### config.mk
export PLATFORM = sky130hd
export DESIGN_NAME = gen_toggle_collector
export DESIGN_NICKNAME = d
export VERILOG_FILES = /design/src/rtl/gen_toggle_collector.sv
export SDC_FILE = /design/constraint.sdc
export NUM_CORES = 1
export LEC_CHECK = 0
export ABC_AREA = 0
export CORE_MARGIN = 2
export CORE_UTILIZATION = 66
export DETAILED_ROUTE_END_ITERATION = 10
export DONT_BUFFER_PORTS = 1
export GPL_TIMING_DRIVEN = 1
export PLACE_DENSITY = 0.91
export SYNTH_ARGS = -nofsm -noshare
export SYNTH_HDL_FRONTEND = slang
export SYNTH_SLANG_ARGS = --single-unit
### constraint.sdc
create_clock -name clock -period 15.3 [get_ports clock]
set_input_delay 0.765 -clock clock [delete_from_list [all_inputs] [get_ports clock]]
set_output_delay 0.765 -clock clock [all_outputs]
set_load 0.05 [all_outputs]
### src/rtl/gen_toggle_collector.sv
// Sticky toggle-coverage collector: records first hits per point and streams each newly covered global index once.
// Latency: valid[i] -> out_valid two cycles later; backpressure via out_valid/out_ready, pending hits queue in a bitmap.
module gen_toggle_collector #(
    parameter int WIDTH       = 39,
    parameter int COVER_INDEX = 0,
    parameter int COVER_TOTAL = 8940,
    parameter int IDX_W       = 32
) (
    input  logic                         clock,
    input  logic                         reset,
    input  logic [WIDTH-1:0]             valid,
    input  logic                         enable,
    input  logic                         clear,
    output logic                         out_valid,
    input  logic                         out_ready,
    output logic [IDX_W-1:0]             out_index,
    output logic [$clog2(WIDTH+1)-1:0]   covered_count,
    output logic                         all_covered
);

    localparam int CNT_W  = $clog2(WIDTH + 1);
    localparam int LIDX_W = (WIDTH > 1) ? $clog2(WIDTH) : 1;

    // A slice that does not fit inside the global point space is a wiring mistake.
    if (COVER_INDEX + WIDTH > COVER_TOTAL) begin : g_bad_range
        $error("gen_toggle_collector: slice exceeds COVER_TOTAL");
    end

    logic [WIDTH-1:0]  hit;
    logic [WIDTH-1:0]  pending;
    logic [WIDTH-1:0]  new_hit;
    logic [WIDTH-1:0]  take_mask;
    logic              slot_free;
    logic              pend_any;
    logic [LIDX_W-1:0] pend_idx;
    logic [CNT_W-1:0]  hit_pop;

    assign new_hit   = {WIDTH{enable}} & valid & ~hit;
    assign slot_free = !out_valid || out_ready;

    // Lowest-numbered pending point wins the slot.
    always_comb begin
        pend_any  = 1'b0;
        pend_idx  = '0;
        take_mask = '0;
        for (int i = WIDTH - 1; i >= 0; i--) begin
            if (pending[i]) begin
                pend_any = 1'b1;
                pend_idx = LIDX_W'(i);
            end
        end
        if (slot_free && pend_any) begin
            take_mask[pend_idx] = 1'b1;
        end
    end

    always_comb begin
        hit_pop = '0;
        for (int i = 0; i < WIDTH; i++) begin
            hit_pop = hit_pop + CNT_W'(hit[i]);
        end
    end

    always_ff @(posedge clock or posedge reset) begin
        if (reset) begin
            hit           <= '0;
            pending       <= '0;
            out_valid     <= 1'b0;
            out_index     <= '0;
            covered_count <= '0;
        end else if (clear) begin
            hit           <= '0;
            pending       <= '0;
            out_valid     <= 1'b0;
            out_index     <= '0;
            covered_count <= '0;
        end else begin
            hit           <= hit | new_hit;
            // A point being loaded is already hit, so it never collides with new_hit.
            pending       <= (pending & ~take_mask) | new_hit;
            covered_count <= hit_pop;
            if (slot_free) begin
                out_valid <= pend_any;
                if (pend_any) begin
                    out_index <= IDX_W'(COVER_INDEX) + IDX_W'(pend_idx);
                end
            end
        end
    end

    assign all_covered = (covered_count == CNT_W'(WIDTH));

endmodule

==> PnR_summary.wiki <==
{| class="wikitable"
! Metric !! Value
|-
| Sum of net half-perimeters after detailed placement || roughly 10000 microns
|-
| Post-CTS Resized || 0
|-
| Worst hold endpoint || pending[2]$_DFF_PP0_
|-
| Number of warnings printed during yosys synthesis || 0
|-
| Pin count of the biggest net entering global routing || 98
|-
| Leakage power figure || approximately 2.7 nW
|-
| Wire length after detailed routing || 14200 microns
|-
| Number of cells traversed by the worst register-to-register path || 17
|-
| CTS H-Tree Depth || 3
|-
| Final setup violation count || 0
|-
| Worst reg-to-reg setup slack || between 9 and 10 ns
|-
| Final Instance Count excl. Fillers || 710
|-
| Final TNS setup || 0 ns
|-
| Average instance area after synthesis || 9.26 sq um
|-
| Post-synthesis cell type with the largest combined area || dfrtp_1
|-
| Cell area after layout || slightly below 6000 sq um
|-
| Maximum clock path buffer count || 2
|-
| Power per unit of standard cell area || 156 nW/um^2
|-
| Instance area after placement || between 5000 and 6000 sq um
|-
| Top cells by count, synth || nor2_1, dfrtp_1, a21oi_1
|-
| Number of distinct library cells after synthesis || 64
|-
| Final critical-path setup slack || just under 10 ns
|-
| Pre-CTS setup slack || roughly 9.9 ns
|-
| All-Layer GR Usage || a little under a third
|-
| Largest vdd supply drop || 246 uV
|-
| CTS Hold Bufs || 0
|-
| Antenna diodes || 0
|-
| Crit-path most repeated cell || fa_1
|-
| Last weighted congestion value of the routability-driven placer || around 0.9
|-
| Capture instance of the worst register-to-register path || covered_count[4]$_DFF_PP0_
|-
| Hold path start || clear
|-
| Register bit total from synthesis || 91
|-
| Status || completed
|-
| Die Width || between 90 and 100 microns
|-
| Initial standard-cell utilization of the core || approximately two thirds
|-
| Fraction of the yosys area taken by sequential cells || about two fifths
|-
| Flop pwr share || between 30% and 40%
|-
| Overall overflow remaining after global route || 0
|-
| Number of nets with antenna violations after detailed routing || 0
|-
| Cell area after synthesis || 5660 sq um
|-
| Worst hold path depth || 1
|-
| Post-synth EDFFs || 0
|-
| Latest clock arrival within the worst-skew pair || about 0.37 ns
|-
| Kind of path behind the tightest hold check || input port to register
|-
| Number of CTS-inserted buffers || 9
|-
| Die Outline Area || 9340 sq um
|-
| Height of the die || between 90 and 100 microns
|-
| Worst setup skew after layout || about 0.0079 ns
|-
| Post-synth ARST share || 100%
|-
| Number of DRC markers after the initial detailed-route iteration || 663
|-
| Layout overhead on the synthesized area || 2.56%
|-
| Post-layout net count || about 690
|-
| DRC violations left || 0
|-
| Most numerous cell in the Yosys netlist || nor2_1
|-
| Core region area || between 8000 and 9000 sq um
|-
| Proportion of layout cells with a drive suffix above 1 || ~6.4%
|-
| Via/cell ratio || around 6.6
|-
| Final Hold Viols || 0
|-
| Via total after detailed routing || between 4000 and 5000
|-
| Drt pass-1 iters || 6
|-
| Num ports || 84
|-
| CTS tree || built
|-
| Worst path arrival time || approximately 5.7 ns
|-
| Cell count along the critical path || 17
|-
| Clock network fraction of design power || 19.1%
|-
| Area fraction of the dominant cell type after synthesis || roughly two fifths
|-
| CP Launch Type || register
|-
| Crit path buffers/inverters || 4
|-
| Startpoint of the worst register-to-register path || hit[29]$_DFF_PP0_
|-
| Clock root buffer master || clkbuf_8
|-
| Per-cell routed wire length || between 15 and 20 microns
|-
| Most used flip-flop cell after synthesis || dfrtp_1
|-
| Pin slew with the least headroom to its limit || 1.13 ns
|-
| Data required time at the worst endpoint || 15.56 ns
|-
| Critical Path, Cell by Cell || fa_1 > inv_1 > fa_1 > fa_1 > inv_1 > fa_1 > inv_1 > fa_1 > fa_1 > fa_1 > fa_1 > fa_1 > inv_1 > a21o_1 > a21oi_1 > xor2_1 > nor2_1
|-
| # placed instances || around 690
|-
| Highest net fanout along the worst path || 3
|-
| Global-route wire length before repair || roughly 23000 microns
|-
| P_int || approximately 0.00052 W
|-
| Fin. max-slew vios || 0
|-
| Critical Setup Path Class || register to register
|-
| Cell types occupying the most area after synthesis || dfrtp_1, fa_1, a21oi_1, nor2_1, inv_1
|-
| Tmin final || 5.43 ns
|-
| Switching Share || a little over two fifths
|-
| Post-CTS setup buffer count || 0
|-
| Slew margin rel. || 25.0%
|-
| Comb pwr share || a little under half
|-
| Unrepaired setup endpoints after global routing || no
|-
| Clock transition at the registers of the reported paths || about 0.10 ns
|-
| Core Rows || 33
|-
| Share of the clock period used by the worst path after layout || between 30% and 40%
|-
| Antenna violations before repair || 0
|-
| Via count of the first global-routing pass || 4469
|-
| Slowest cell delay on critical path || approximately 0.55 ns
|-
| IO buf count || 0
|-
| Maximum operating frequency || 0.184 GHz
|-
| Crit end category || register
|-
| Max-capacitance violation count || 0
|-
| Category of cells accounting for the largest share of critical-path delay || adder cells
|-
| Instance count of the mapped netlist || just over 600
|-
| Total net switching power || ~0.00038 W
|-
| Slowest-stage cell, CP || fa_1
|-
| CTS Sinks || 91
|}
## flip-flops by register name (all words and copies together) (netlist names)
name           flops
hit               39
covered_count      6
pending           39
out_index          6
out_valid          1
## power by group through the flow
stage	Combinational, W	Sequential (W)	Clock (W)
4_1_cts	0.000423	0.000303	0.000173
5_1_grt	0.000479	0.000306	0.000185
3_3_place_gp	0.000386	0.000307	0
2_1_floorplan	0.000328	0.000302	0
6_report	0.000427	0.000304	0.000173
3_5_place_dp	0.000414	0.000308	0
## placed cells by master (no fill, tap or decap), types with 3 or more instances in the layout
master      n
nor2_1     97
dfrtp_1    91
a21oi_1    75
inv_1      62
fa_1       30
conb_1     26
nand2_1    18
a211oi_1   16
nand3_1    14
and3_1     13
ha_1       11
o21ai_0    10
nand2b_1   10
clkbuf_8   10
nor3_1      9
nor4_1      8
o31ai_1     8
o41ai_1     6
a311oi_1    6
a2111oi_0   5
nand3b_1    5
or3_1       4
o21bai_1    4
a21o_1      3
nor2b_1     3
a221oi_1    3
o21ai_1     3
or4_4       3
a31oi_1     3
inv_6       3
buf_4       3
## per-stage QoR
stage               power [W]  hold WS (ns)  util [%]
detailed placement   0.000722         0.484      67.8
global placement     0.000693         0.451      67.8
floorplan            0.000630         0.444         -
CTS                  0.000900         0.442      70.3
finish               0.000904         0.445      70.3
global route         0.000971         0.431      70.3
## routing by layer
layer	wire length, microns	track usage, %	part of all wire [%]	vias up
met4	514	13.0	3.6	0
met3	1550	8.38	11	58
met1	5410	41.6	38	2247
met2	6680	48.7	47	338
met5	0	0	0	-
li1	-	-	-	2051
## cell type report
cell class | instances | area, sq um
clock buffer | 10 | 138
clock inverter | 6 | 70.1
fill | 582 | 2450
inverter | 63 | 238
multi-input combinational | 432 | 2930
sequential | 91 | 2280
tap | 105 | 131
timing repair buffer | 3 | 22.5
## worst max path at each step
stage	from	end	slack, ns
2_1_floorplan	hit[17]$_DFF_PP0_	covered_count[4]$_DFF_PP0_	10.13
3_3_place_gp	hit[0]$_DFF_PP0_	covered_count[4]$_DFF_PP0_	10.01
3_5_place_dp	hit[17]$_DFF_PP0_	covered_count[4]$_DFF_PP0_	9.91
4_1_cts	hit[17]$_DFF_PP0_	covered_count[4]$_DFF_PP0_	9.88
5_1_grt	hit[17]$_DFF_PP0_	covered_count[4]$_DFF_PP0_	9.68
6_report	hit[29]$_DFF_PP0_	covered_count[4]$_DFF_PP0_	9.87
## cells by family after synthesis
| logic type | share of synthesized area [%] |
|---|---|
| XOR/XNOR | 0.464 |
| AND/OR/NAND/NOR | 17.6 |
| flip-flops | 40.2 |
| multiplexers | 0.177 |
| other | 0.0662 |
| adder cells (fa/ha/maj) | 13.0 |
| buffers and inverters | 9.68 |
| AO/OA/AOI/OAI | 18.8 |
Power figures use the tool's default switching activity.
